[config.mk]
export PLATFORM = sky130hd
export DESIGN_NAME = snitch_tcdm_amo_adapter
export DESIGN_NICKNAME = d
export VERILOG_FILES = /design/src/rtl/snitch_tcdm_amo_adapter.sv
export SDC_FILE = /design/constraint.sdc
export NUM_CORES = 1
export LEC_CHECK = 0
export BUFFER_PORTS_ARGS = -buffer_cell sky130_fd_sc_hd__buf_2
export CORE_UTILIZATION = 54
export CTS_BUF_LIST = sky130_fd_sc_hd__clkbuf_4
export DETAILED_ROUTE_END_ITERATION = 10
export GPL_TIMING_DRIVEN = 0
export PLACE_DENSITY = 0.8
export SLEW_MARGIN = 20
export SYNTH_ARGS = -nofsm -noshare
export SYNTH_HDL_FRONTEND = slang
export SYNTH_SLANG_ARGS = --single-unit
[constraint.sdc]
create_clock -name clk_i -period 7.6 [get_ports clk_i]
set_clock_uncertainty 0.05 [all_clocks]
set_input_delay 0.38 -clock clk_i [delete_from_list [all_inputs] [get_ports clk_i]]
set_output_delay 0.38 -clock clk_i [all_outputs]
set_load 0.1 [all_outputs]
[src/rtl/snitch_tcdm_amo_adapter.sv]
`default_nettype none
// ============================================================================
// Module   : snitch_tcdm_amo_adapter
// Brief    : Per-bank adapter between a TCDM router port and a single-port
//            SRAM bank. Plain loads/stores pass through with one-cycle
//            response latency; AMOs run as a two-cycle read-modify-write;
//            LR/SC use a single per-bank reservation.
// Revision : 1.0 - initial release
// ============================================================================
module snitch_tcdm_amo_adapter #(
    parameter int unsigned AddrWidth    = 32,
    parameter int unsigned DataWidth    = 32,
    parameter int unsigned IdWidth      = 5,
    parameter int unsigned MemAddrWidth = AddrWidth - $clog2(DataWidth/8)
) (
    input  logic                     clk_i,
    input  logic                     rst_i,
    input  logic                     req_valid_i,
    output logic                     req_ready_o,
    input  logic [AddrWidth-1:0]     req_addr_i,
    input  logic                     req_write_i,
    input  logic [3:0]               req_amo_i,
    input  logic [DataWidth-1:0]     req_data_i,
    input  logic [DataWidth/8-1:0]   req_strb_i,
    input  logic [IdWidth-1:0]       req_id_i,
    output logic                     rsp_valid_o,
    output logic [DataWidth-1:0]     rsp_data_o,
    output logic                     mem_req_o,
    output logic                     mem_we_o,
    output logic [MemAddrWidth-1:0]  mem_addr_o,
    output logic [DataWidth-1:0]     mem_wdata_o,
    output logic [DataWidth/8-1:0]   mem_be_o,
    input  logic [DataWidth-1:0]     mem_rdata_i
);

    localparam int unsigned c_BYTE_OFFSET = $clog2(DataWidth/8);
    localparam int unsigned c_NUM_LANES   = DataWidth/32;
    localparam int unsigned c_STRB_WIDTH  = DataWidth/8;

    localparam logic [3:0] c_AMO_SWAP = 4'd1;
    localparam logic [3:0] c_AMO_ADD  = 4'd2;
    localparam logic [3:0] c_AMO_AND  = 4'd3;
    localparam logic [3:0] c_AMO_OR   = 4'd4;
    localparam logic [3:0] c_AMO_XOR  = 4'd5;
    localparam logic [3:0] c_AMO_MAX  = 4'd6;
    localparam logic [3:0] c_AMO_MAXU = 4'd7;
    localparam logic [3:0] c_AMO_MIN  = 4'd8;
    localparam logic [3:0] c_AMO_MINU = 4'd9;
    localparam logic [3:0] c_AMO_LR   = 4'd10;
    localparam logic [3:0] c_AMO_SC   = 4'd11;

    typedef enum logic [0:0] {
        IDLE   = 1'b0,
        AMO_WB = 1'b1
    } state_e;

    state_e                     state_q;
    logic                       rsp_valid_q;
    logic                       rsp_sc_q;
    logic                       sc_fail_q;
    logic [3:0]                 amo_op_q;
    logic [31:0]                amo_operand_q;
    logic [MemAddrWidth-1:0]    amo_addr_q;
    logic                       amo_lane_q;
    logic                       resv_valid_q;
    logic [MemAddrWidth-1:0]    resv_addr_q;
    logic [IdWidth-1:0]         resv_id_q;

    logic [MemAddrWidth-1:0]    w_req_waddr;
    logic                       w_req_lane;
    logic [31:0]                w_req_op32;
    logic [31:0]                w_old32;
    logic [31:0]                w_amo_res;
    logic [c_STRB_WIDTH-1:0]    w_req_lane_be;
    logic [c_STRB_WIDTH-1:0]    w_wb_lane_be;
    logic                       w_accept;
    logic                       w_is_amo;
    logic                       w_is_lr;
    logic                       w_is_sc;
    logic                       w_sc_ok;
    logic                       w_unused_bits;

    assign w_req_waddr = req_addr_i[AddrWidth-1:c_BYTE_OFFSET];
    assign req_ready_o = (state_q == IDLE);
    assign w_accept    = req_valid_i & req_ready_o;
    assign w_is_amo    = (req_amo_i >= c_AMO_SWAP) && (req_amo_i <= c_AMO_MINU);
    assign w_is_lr     = (req_amo_i == c_AMO_LR);
    assign w_is_sc     = (req_amo_i == c_AMO_SC);
    assign w_sc_ok     = resv_valid_q && (resv_addr_q == w_req_waddr) && (resv_id_q == req_id_i);

    // Atomics act on one 32-bit lane; with a 64-bit bank the lane is addr[2].
    if (DataWidth == 64) begin : g_lane64
        assign w_req_lane    = req_addr_i[2];
        assign w_req_op32    = w_req_lane ? req_data_i[63:32] : req_data_i[31:0];
        assign w_old32       = amo_lane_q ? mem_rdata_i[63:32] : mem_rdata_i[31:0];
        assign w_req_lane_be = w_req_lane ? 8'hF0 : 8'h0F;
        assign w_wb_lane_be  = amo_lane_q ? 8'hF0 : 8'h0F;
    end else begin : g_lane32
        assign w_req_lane    = 1'b0;
        assign w_req_op32    = req_data_i[31:0];
        assign w_old32       = mem_rdata_i[31:0];
        assign w_req_lane_be = '1;
        assign w_wb_lane_be  = '1;
    end

    // Sub-word address bits only select a lane or byte and are otherwise dropped.
    assign w_unused_bits = ^{req_addr_i[c_BYTE_OFFSET-1:0], amo_lane_q, w_req_lane};

    // Modify step of the read-modify-write: old word lane combined with operand.
    always_comb begin
        w_amo_res = w_old32;
        case (amo_op_q)
            c_AMO_SWAP: w_amo_res = amo_operand_q;
            c_AMO_ADD:  w_amo_res = w_old32 + amo_operand_q;
            c_AMO_AND:  w_amo_res = w_old32 & amo_operand_q;
            c_AMO_OR:   w_amo_res = w_old32 | amo_operand_q;
            c_AMO_XOR:  w_amo_res = w_old32 ^ amo_operand_q;
            c_AMO_MAX:  w_amo_res = ($signed(w_old32) > $signed(amo_operand_q)) ? w_old32 : amo_operand_q;
            c_AMO_MAXU: w_amo_res = (w_old32 > amo_operand_q) ? w_old32 : amo_operand_q;
            c_AMO_MIN:  w_amo_res = ($signed(w_old32) < $signed(amo_operand_q)) ? w_old32 : amo_operand_q;
            c_AMO_MINU: w_amo_res = (w_old32 < amo_operand_q) ? w_old32 : amo_operand_q;
            default:    w_amo_res = w_old32;
        endcase
    end

    // SRAM port: write-back owns the port in AMO_WB, otherwise the incoming request does.
    always_comb begin
        mem_req_o   = 1'b0;
        mem_we_o    = 1'b0;
        mem_addr_o  = w_req_waddr;
        mem_wdata_o = req_data_i;
        mem_be_o    = req_strb_i;
        if (state_q == AMO_WB) begin
            mem_req_o   = 1'b1;
            mem_we_o    = 1'b1;
            mem_addr_o  = amo_addr_q;
            mem_wdata_o = {c_NUM_LANES{w_amo_res}};
            mem_be_o    = w_wb_lane_be;
        end else if (req_valid_i) begin
            if (w_is_amo || w_is_lr) begin
                mem_req_o = 1'b1;
                mem_be_o  = w_req_lane_be;
            end else if (w_is_sc) begin
                mem_req_o   = w_sc_ok;
                mem_we_o    = 1'b1;
                mem_wdata_o = {c_NUM_LANES{w_req_op32}};
                mem_be_o    = w_req_lane_be;
            end else begin
                mem_req_o = 1'b1;
                mem_we_o  = req_write_i;
            end
        end
    end

    // SC answers from its registered result; everything else reads the SRAM port.
    assign rsp_valid_o = rsp_valid_q;
    assign rsp_data_o  = !rsp_valid_q ? '0 :
                         rsp_sc_q     ? {{(DataWidth-1){1'b0}}, sc_fail_q} :
                                        mem_rdata_i;

    // FSM, response pipeline, AMO capture and the load reservation.
    always_ff @(posedge clk_i or posedge rst_i) begin
        if (rst_i) begin
            state_q       <= IDLE;
            rsp_valid_q   <= 1'b0;
            rsp_sc_q      <= 1'b0;
            sc_fail_q     <= 1'b0;
            amo_op_q      <= '0;
            amo_operand_q <= '0;
            amo_addr_q    <= '0;
            amo_lane_q    <= 1'b0;
            resv_valid_q  <= 1'b0;
            resv_addr_q   <= '0;
            resv_id_q     <= '0;
        end else begin
            rsp_valid_q <= w_accept;
            rsp_sc_q    <= w_accept & w_is_sc;
            sc_fail_q   <= ~w_sc_ok;

            case (state_q)
                IDLE: begin
                    if (w_accept && w_is_amo) begin
                        state_q       <= AMO_WB;
                        amo_op_q      <= req_amo_i;
                        amo_operand_q <= w_req_op32;
                        amo_addr_q    <= w_req_waddr;
                        amo_lane_q    <= w_req_lane;
                    end
                end
                default: state_q <= IDLE;
            endcase

            // LR can never coincide with a write, so it simply takes priority.
            if (w_accept && w_is_lr) begin
                resv_valid_q <= 1'b1;
                resv_addr_q  <= w_req_waddr;
                resv_id_q    <= req_id_i;
            end else if ((w_accept && w_is_sc) ||
                         (mem_req_o && mem_we_o && (mem_addr_o == resv_addr_q))) begin
                resv_valid_q <= 1'b0;
            end
        end
    end

endmodule
`default_nettype wire

==> metrics.md <==
| Metric | Value |
|---|---|
| Largest net degree at the start of global routing | 66 |
| Synthesized area per cell | 8.01 sq um |
| Global-route wire length before repair | 56900 um |
| Hold_buf cts | 31 |
| Share of cells above drive strength 1 | 21.2% |
| Post-CTS setup buffer count | 0 |
| PostCTS Resize Cnt | 0 |
| Max stage delay on crit path | 0.49 ns |
| CP startpoint kind | register |
| PortBufs | 212 |
| Row count | 50 |
| DRT Pass-1 Iters | 6 |
| Core ar. | 18800 sq um |
| Synth Cell Area | 10400 sq um |
| Worst Tran Pin Value | 0.936 ns |
| Starting DRT DRC Count | 862 |
| Ant. Diodes | 0 |
| Vias in the first global route | 10476 |
| Die height | 141 um |
| CP Buf/Inv Count | 4 |
| # DRC | 0 |
| Ports | 215 |
| CP delay by family, top | compound AO/OA/AOI/OAI gates |
| Crit path time final | 5.35 ns |
| Post-Synth XOR/XNOR Area | 6.40% |
| F_max | 187 MHz |
| Critical Path AT | 4.92 ns |
| Clk_lat worst skew | 0.56 ns |
| Top cells by count, synth | 199 x nand2_1, 106 x dfrtp_1, 96 x ha_1, 96 x inv_1, 80 x o21ai_0 |
| Multi-input logic area | 7030 sq um |
| Sequential Area | 2650 sq um |
| Post-synth top area cell | dfrtp_1 |
| CTS buffer count | 9 |
| H-tree Lvls | 3 |
| Routability Congestion | 0.980 |
| CTS tree | yes |
| Final setup vio count | 0 |
| Min Hold Slack | 0.00845 ns |
| DR vias | 11061 |
| Worst endpoint required time | 7.17 ns |
| GRT Overall Usage | 37.1% |
| Initial antenna violation count | 0 |
| VDD IR max | 0.152 mV |
| Crit. End Element | primary output |
| Ys flop type | dfrtp_1 |
| Number of synthesized flops with an enable pin | 0 |
| Area grow syn2layout | 18.0% |
| Largest family of logic cells by synthesized area | compound AO/OA/AOI/OAI gates |
| Register area share after synthesis | 25.5% |
| Routed WL | 36900 um |
| Yosys top cell area share | 25.5% |
| Die W | 141 um |
| Max Cap Violations | 0 |
| Clk pin slew, worst setup/hold paths | 0.26 ns |
| Starting Density | 55.4% |
| Synth warn | 0 |
| Simple-gate share of the synthesized area | 19.1% |
| Mux cell area share after synthesis | 7.09% |
| Post-Synth Adder-Cell Area | 11.7% |
| Post-synth ARST share | 100% |
| Outcome | complete, no violations |
| DRT antenna net count | 0 |
| Worst min path class | in2reg |
| Clock tree buffer depth | 2 |
| Nets | 1764 |
| Final Max Tran Viols | 0 |
| Setup TNS | 0 ns |
| Flops & latches, synth | 106 |
| Post-Syn Nets | 1508 |
| Unrepaired setup endpoints after global routing | no |
| Tot Pwr | 2.89 mW |
| Clock Tree Root | clkbuf_4 |
| Slowest-stage cell, CP | o31ai_2 |
| Netlist cell types | 74 |
| CTS sink cnt | 106 |
| Most common cell in the synthesized netlist | nand2_1 |
| Final period util | 70.4% |
| Cell seen most often among critical-path stages | buf_2 |
| Compound-Gate Fraction of Synth Area | 23.2% |
| DP HPWL | 27500 um |
| Final Hold Viols | 0 |
| Crit-path cells | inv_1 > ha_1 > buf_2 > nor2_1 > a221oi_2 > o221ai_1 > o31ai_2 > nand3_1 > nand3b_4 > a221o_1 > buf_2 > a211oi_1 > nor3_1 > buf_2 |
| Max-Slew Margin vs Limit | 37.6% |
| Synth Instances | 1298 |
| Largest cells by area after synthesis | dfrtp_1 26%, ha_1 12%, nand2_1 7.2%, mux2_2 6.6%, xor2_1 4.1% |
| Leak | 5.77 nW |
| Final core occ | 65.4% |
| FILL cells | 1654 |
| Die ar. | 19800 sq um |
| Critical path peak fanout | 10 |
| Pwr dens | 236 nW/um^2 |
| GRT overflow | 0 |
| CP Class | reg2out |
| Drt wl/cell | 20.6 um |
| Via density | 6.17 |
## power breakdown
group | switching, mW | leakage (nW) | total (mW) | internal [mW]
combinational | 1.26 | 4.38 | 1.76 | 0.498
clock | 0.269 | 0.0849 | 0.355 | 0.0866
sequential | 0.103 | 1.31 | 0.779 | 0.675
## registers in the layout, summed over array words and instances (netlist names)
register       cells
resv_addr_q       30
state_q            1
resv_valid_q       1
rsp_valid_o        1
resv_id_q          5
amo_op_q           4
amo_addr_q        30
sc_fail_q          1
rsp_sc_q           1
amo_operand_q     32
## layer usage
layer	track usage, %	vias up	wire length (um)
li1	-	5112	-
met2	61.6	663	17300
met5	0	-	0
met3	6.35	113	3480
met4	19.5	0	1770
met1	46.3	5173	14400
## cells by family (layout without fill, tap and decap cells)
family | count (synthesis) | after routing
DFF | 106 | 106
buffers and inverters | 182 | 443
xor gates and xnor gates | 76 | 76
and+or+nand+nor | 421 | 421
AOI/OAI and AO/OA | 350 | 350
adders and majority gates | 97 | 97
muxes | 66 | 66
## cells in the final DEF (no fill, tap or decap), types with 34 or more instances in the layout
cell type	count
a21oi_1	70
and2_1	34
buf_2	221
clkbuf_1	60
dfrtp_1	106
ha_1	96
inv_1	95
mux2_2	61
nand2_1	199
nand3_1	34
nor2_1	66
o21ai_0	80
xor2_1	49
## worst reg2reg max path, delay by kind of cell (launching register included)
kind / cells / cell delay (ns)
xor+xnor: 1 / 0.15
flops: 1 / 0.37
simple gates: 4 / 1.00
buf+inv: 2 / 1.00
mux: 1 / 0.45
compound gates: 1 / 0.27
## layout make-up
type                    count  share of cell area [%]
multi-input cells        1010                    57.3
repair buffers            245                    11.5
plain buffers              83                    2.85
clock buffers               9                   0.551
clock inverters             7                   0.765
flip-flops and latches    106                    21.6
well taps                 234                    2.39
inverters                  99                    3.07
## worst paths after layout
kind / startpoint / end / slack (ns) / depth (start not counted)
max in group asynchronous: rst_i / amo_operand_q[28] / 6.47 / 4
max reg2reg: state_q / resv_valid_q / 4.27 / 9
max: amo_operand_q[13] / mem_wdata_o[4] / 2.25 / 14
min reg2reg: amo_addr_q[7] / amo_addr_q[7] / 0.45 / 2
min in group asynchronous: rst_i / amo_addr_q[10] / 0.30 / 3
min: req_data_i[23] / amo_operand_q[23] / 0.008 / 3
## through the flow
step                setup WS, ns  area [sq um]  instances
global placement            2.79         11800       1744
detailed placement          2.87         11800       1745
global route                2.13         12300       1793
floorplan                   2.36         10400       1298
finish                      2.25         12300       1793
CTS                         2.42         12300       1792
Power figures use the tool's default switching activity.
